[src/rtl/frame_align_ctrl.sv]
// frame_align_ctrl: bitslip alignment controller for an 8-bit ISERDESE2 frame-clock deserializer
module frame_align_ctrl #(
    parameter logic [7:0] FRAME_PATTERN = 8'hF0,
    parameter int         SETTLE_CYCLES = 4,
    parameter int         MATCH_COUNT   = 8,
    parameter int         MAX_SLIPS     = 16,
    parameter int         LOSS_COUNT    = 4
) (
    input  logic                               CLK,
    input  logic                               RST_N,
    input  logic                               start,
    input  logic [7:0]                         frame_data,
    output logic                               bitslip,
    output logic                               aligned,
    output logic                               align_fail,
    output logic                               lock_lost,
    output logic [$clog2(MAX_SLIPS+1)-1:0]     slip_count
);
    localparam int SCW = $clog2(MAX_SLIPS + 1);
    localparam int SW  = $clog2(SETTLE_CYCLES + 1);
    localparam int MW  = $clog2(MATCH_COUNT + 1);
    localparam int LW  = $clog2(LOSS_COUNT + 1);
    localparam logic [2:0] IDLE   = 3'd0;
    localparam logic [2:0] SETTLE = 3'd1;
    localparam logic [2:0] CHECK  = 3'd2;
    localparam logic [2:0] SLIP   = 3'd3;
    localparam logic [2:0] LOCKED = 3'd4;
    localparam logic [2:0] FAIL   = 3'd5;

    logic [2:0]     state_q, state_d;
    logic [SW-1:0]  settle_q, settle_d;
    logic [MW-1:0]  match_q, match_d;
    logic [LW-1:0]  miss_q, miss_d;
    logic [SCW-1:0] slip_q, slip_d;
    logic           bitslip_q, bitslip_d;
    logic           aligned_q, aligned_d;
    logic           fail_q, fail_d;
    logic           lost_q, lost_d;
    logic           hit;

    assign hit        = frame_data == FRAME_PATTERN;
    assign bitslip    = bitslip_q;
    assign aligned    = aligned_q;
    assign align_fail = fail_q;
    assign lock_lost  = lost_q;
    assign slip_count = slip_q;

    // Next-state logic; aligned only asserts from the second LOCKED cycle, so lock is reported one edge after entry
    always_comb begin
        state_d   = state_q;
        settle_d  = settle_q;
        match_d   = match_q;
        miss_d    = miss_q;
        slip_d    = slip_q;
        bitslip_d = 1'b0;
        lost_d    = 1'b0;
        if (!start) begin
            state_d = IDLE;
        end else begin
            case (state_q)
                IDLE: begin
                    state_d  = SETTLE;
                    settle_d = SW'(SETTLE_CYCLES);
                    slip_d   = '0;
                end
                SETTLE: begin
                    settle_d = settle_q - SW'(1);
                    if (settle_q <= SW'(1)) begin
                        state_d = CHECK;
                        match_d = '0;
                    end
                end
                CHECK: begin
                    if (hit) begin
                        match_d = match_q + MW'(1);
                        if (match_q == MW'(MATCH_COUNT - 1)) begin
                            state_d = LOCKED;
                            miss_d  = '0;
                        end
                    end else if (slip_q >= SCW'(MAX_SLIPS)) begin
                        state_d = FAIL;
                    end else begin
                        state_d   = SLIP;
                        bitslip_d = 1'b1;
                        slip_d    = slip_q + SCW'(1);
                        match_d   = '0;
                    end
                end
                SLIP: begin
                    state_d  = SETTLE;
                    settle_d = SW'(SETTLE_CYCLES);
                end
                LOCKED: begin
                    if (hit) begin
                        miss_d = '0;
                    end else if (miss_q == LW'(LOSS_COUNT - 1)) begin
                        state_d  = SETTLE;
                        settle_d = SW'(SETTLE_CYCLES);
                        slip_d   = '0;
                        miss_d   = '0;
                        lost_d   = 1'b1;
                    end else begin
                        miss_d = miss_q + LW'(1);
                    end
                end
                FAIL: state_d = FAIL;
                default: state_d = IDLE;
            endcase
        end
        aligned_d = state_q == LOCKED && state_d == LOCKED;
        fail_d    = state_d == FAIL;
    end

    // State and registered outputs with synchronous active-low reset
    always_ff @(posedge CLK) begin
        if (!RST_N) begin
            state_q   <= IDLE;
            settle_q  <= '0;
            match_q   <= '0;
            miss_q    <= '0;
            slip_q    <= '0;
            bitslip_q <= 1'b0;
            aligned_q <= 1'b0;
            fail_q    <= 1'b0;
            lost_q    <= 1'b0;
        end else begin
            state_q   <= state_d;
            settle_q  <= settle_d;
            match_q   <= match_d;
            miss_q    <= miss_d;
            slip_q    <= slip_d;
            bitslip_q <= bitslip_d;
            aligned_q <= aligned_d;
            fail_q    <= fail_d;
            lost_q    <= lost_d;
        end
    end
endmodule

[config.mk]
export PLATFORM = sky130hd
export DESIGN_NAME = frame_align_ctrl
export DESIGN_NICKNAME = d
export VERILOG_FILES = /design/src/rtl/frame_align_ctrl.sv
export SDC_FILE = /design/constraint.sdc
export NUM_CORES = 1
export LEC_CHECK = 0
export BUFFER_PORTS_ARGS = -buffer_cell sky130_fd_sc_hd__buf_2
export CELL_PAD_IN_SITES_DETAIL_PLACEMENT = 0
export CELL_PAD_IN_SITES_GLOBAL_PLACEMENT = 1
export CORE_MARGIN = 2
export CORE_UTILIZATION = 41
export DETAILED_ROUTE_END_ITERATION = 8
export PLACE_DENSITY = 0.75
export SKIP_CTS_REPAIR_TIMING = 1
export SLEW_MARGIN = 30
export SYNTH_ARGS = -nofsm -noshare
export SYNTH_HDL_FRONTEND = slang
export SYNTH_SLANG_ARGS = --single-unit
[constraint.sdc]
create_clock -name CLK -period 2.1 [get_ports CLK]
set_clock_uncertainty 0.1 [all_clocks]
set_input_delay 0.105 -clock CLK [delete_from_list [all_inputs] [get_ports CLK]]
set_output_delay 0.105 -clock CLK [all_outputs]
set_load 0.02 [all_outputs]
==> flow_summary.ini <==
[timing]
tns_ps = 0
period_share_pct = 90.6
setup-violations-final = 0
rsz0062_at_grt = no
hold_viol_final = 0
max_freq_mhz = 526
maxSlewViolCount = 0
tightest_slew_ps = 520
min_period_ps = 1900
maxSlewHeadroom_pct = 65.0

[finish]
drive_gt1_share_pct = 22.0
fin_cells = 217
insertedDiodeCount = 0
nets = 191
finalCoreUtilization_pct = 49.3
area_growth_pct = 15.0
nFillCells = 296
fin_area_um2 = 1490

[floorplanning]
initial_utilization_pct = 42.9
io_pins = 20
rows = 20
die_w_um = 60.3
coreArea_um2 = 3030
die_area_um2 = 3630
die_h_um = 60.3

[drt]
dr.first_iter.drc_count = 70
post_drt_via_cell_ratio = 5.47
wire_per_inst_um = 13.4
via_count = 1187
drc_errors = 0
wl_um = 2900
antenna_left = 0
firstDrtPassIters = 4

[pwr]
pwr-share-clk_pct = 31.2
max-vdd-ir-drop_uv = 284
sw_frac_of_total_pct = 26.5
power_frac_seq_pct = 55.7
p_sw_uw = 208
p_comb_share_pct = 13.2
internal-power_uw = 577
leakagePower_uw = 0.000590
fin_total_pwr_uw = 784
power-per-cell-area_nw_per_um2 = 526

[placed_design]
gp_congestion = 0.798
hpwl_um = 2240
placed_cell_area_um2 = 1460
port_buffers = 19
placedCellCount = 213

[logic_synthesis]
synth_mux_area_share_pct = 3.18
synth_xor_area_share_pct = 0.675
synth_cell_type_count = 53
synth-edff-count = 0
synth_most_common_cell = dfxtp_1
synth_nets = 167
synthSimpleGateAreaFrac_pct = 28.3
post_synth_inst_count = 150
synth_top_area_share_pct = 33.9
ys_warn_count = 0
synth-seq-cells = 22
synth_top_family_by_area = simple AND/OR/NAND/NOR gates
synth_common_cells = dfxtp_1 (22), nor2_1 (16), nand2_1 (14)
synthTopCellsByArea = dfxtp_1 (34%), ha_1 (5.8%), nor2_1 (4.6%)
synthArstFlopShare_pct = 0
synth_fa_ha_area_share_pct = 6.56
synth_compound_area_share_pct = 22.6
synth_area_leader_cell = dfxtp_1
avgSynthCellArea_um2 = 8.65
syn_area_um2 = 1300
ys.flop_type = dfxtp_1
synth-seq-area-share_pct = 33.9

[global_route]
grt_max_degree = 14
grt_pass1_wl_um = 4990
grt_pass1_vias = 1129
overflow = 0
track_usage_pct = 18.4
antenna_found_initial = 0

[setup_path]
r2r_cells = 5
crit-reg2reg-capture = match_q[1]$_SDFFE_PN0P_
cpPeakStageDelay_ps = 570
timing.rr.start = state_q[1]$_SDFF_PN0_
critPathKind = flip-flop to flip-flop
critPathArrivalTime_ps = 2060
slowest_stage = dfxtp_1
worstSetupStartpointType = flip-flop
required_ps = 2260
ff2ff_setup_slack_ps = 200
path_cells = nand2b_1 -> a21oi_2 -> o31ai_1 -> a41oi_1 -> mux2i_1
crit_path_start = state_q[1]$_SDFF_PN0_
worstSetupEndpointType = flip-flop
path_max_fanout = 13

[min_path]
hold_class = input pin to flip-flop
min_path_cells = 2
hold_path.startpoint = RST_N
min_to = miss_q[2]$_SDFFE_PN0P_

[cts]
path_clk_slew_ps = 130
numCtsBuffers = 3
clockBufferDepth = 2
cts_num_sinks = 22
h-tree-depth = 1
root_buffer = clkbuf_4
clk_latency_ps = 320
cts_tree = yes

[outcome]
run_status = complete, no violations

[flow_run]
cap_violations = 0
placed cells by master, fill, tap and decap left out, types with 3 or more instances in the layout:
cell type / instances
nor2_1: 16
o21ai_0: 4
clkbuf_4: 3
nand2b_1: 5
dfxtp_1: 22
ha_1: 6
nand3_1: 3
nand2_1: 14
nand4_1: 5
buf_2: 19
a21oi_1: 7
mux2i_1: 3
inv_1: 9
nor3_1: 3
o21a_1: 3
buf_4: 5
nor2b_1: 3
critical path, delay by kind of cell, from the launching register on:
family | cells | cell delay (ps)
AOI/OAI and AO/OA | 3 | 750
DFF | 1 | 570
and+or+nand+nor | 1 | 180
muxes | 1 | 240
kinds of logic (layout without fill, tap and decap cells):
kind of cell | count (synthesis) | in the layout
fa+ha+maj | 7 | 7
flops | 22 | 22
simple gates | 64 | 64
compound gates | 38 | 38
xor+xnor | 1 | 1
mux | 4 | 4
buf+inv | 14 | 37
area by class of cell:
type                    count  area (um^2)  area share [%]
flip-flops and latches     22          440            29.5
well taps                  44         55.1            3.69
repair buffers             24          133            8.89
inverters                   9         33.8            2.26
multi-input cells         114          795            53.2
clock buffers               4         36.3            2.43
power groups by stage:
stage	Combinational (uW)	Clock, uW	Sequential, uW
floorplan	71.9	0	442
global placement	100	0	445
detailed placement	103	0	446
CTS	103	251	437
global route	115	263	439
finish	103	244	437
stage by stage:
step / setup slack [ps] / hold slack (ps)
after floorplan: 273 / 336
after global placement: 205 / 343
after CTS: 208 / 17.9
after detailed placement: 238 / 365
after global routing: 9.17 / 22.6
final: 198 / 20.1
worst max-delay path by stage:
| stage | endpoint | slack (ps) | depth (start not counted) |
|---|---|---|---|
| after floorplan | slip_count[3]$_SDFFE_PN0P_ | 270 | 6 |
| after global placement | settle_q[2]$_SDFFE_PN0P_ | 210 | 7 |
| after detailed placement | match_q[1]$_SDFFE_PN0P_ | 240 | 5 |
| after CTS | match_q[1]$_SDFFE_PN0P_ | 210 | 5 |
| after global routing | match_q[1]$_SDFFE_PN0P_ | 9 | 5 |
| final | match_q[1]$_SDFFE_PN0P_ | 200 | 5 |
sequential cells by signal, indices dropped and copies added, names as in the netlist:
| register | count |
|---|---|
| aligned | 1 |
| settle_q | 3 |
| state_q | 3 |
| align_fail | 1 |
| match_q | 4 |
| slip_count | 5 |
| miss_q | 3 |
| lock_lost | 1 |
| bitslip | 1 |
routing by layer:
metal | GRT usage, % | share of wire, % | wire length, um
met1 | 24.3 | 50 | 1440
met2 | 29.2 | 44 | 1270
met3 | 2.60 | 4.3 | 124
met4 | 8.57 | 2.3 | 67
met5 | 0 | 0 | 0
Power figures use the tool's default switching activity.
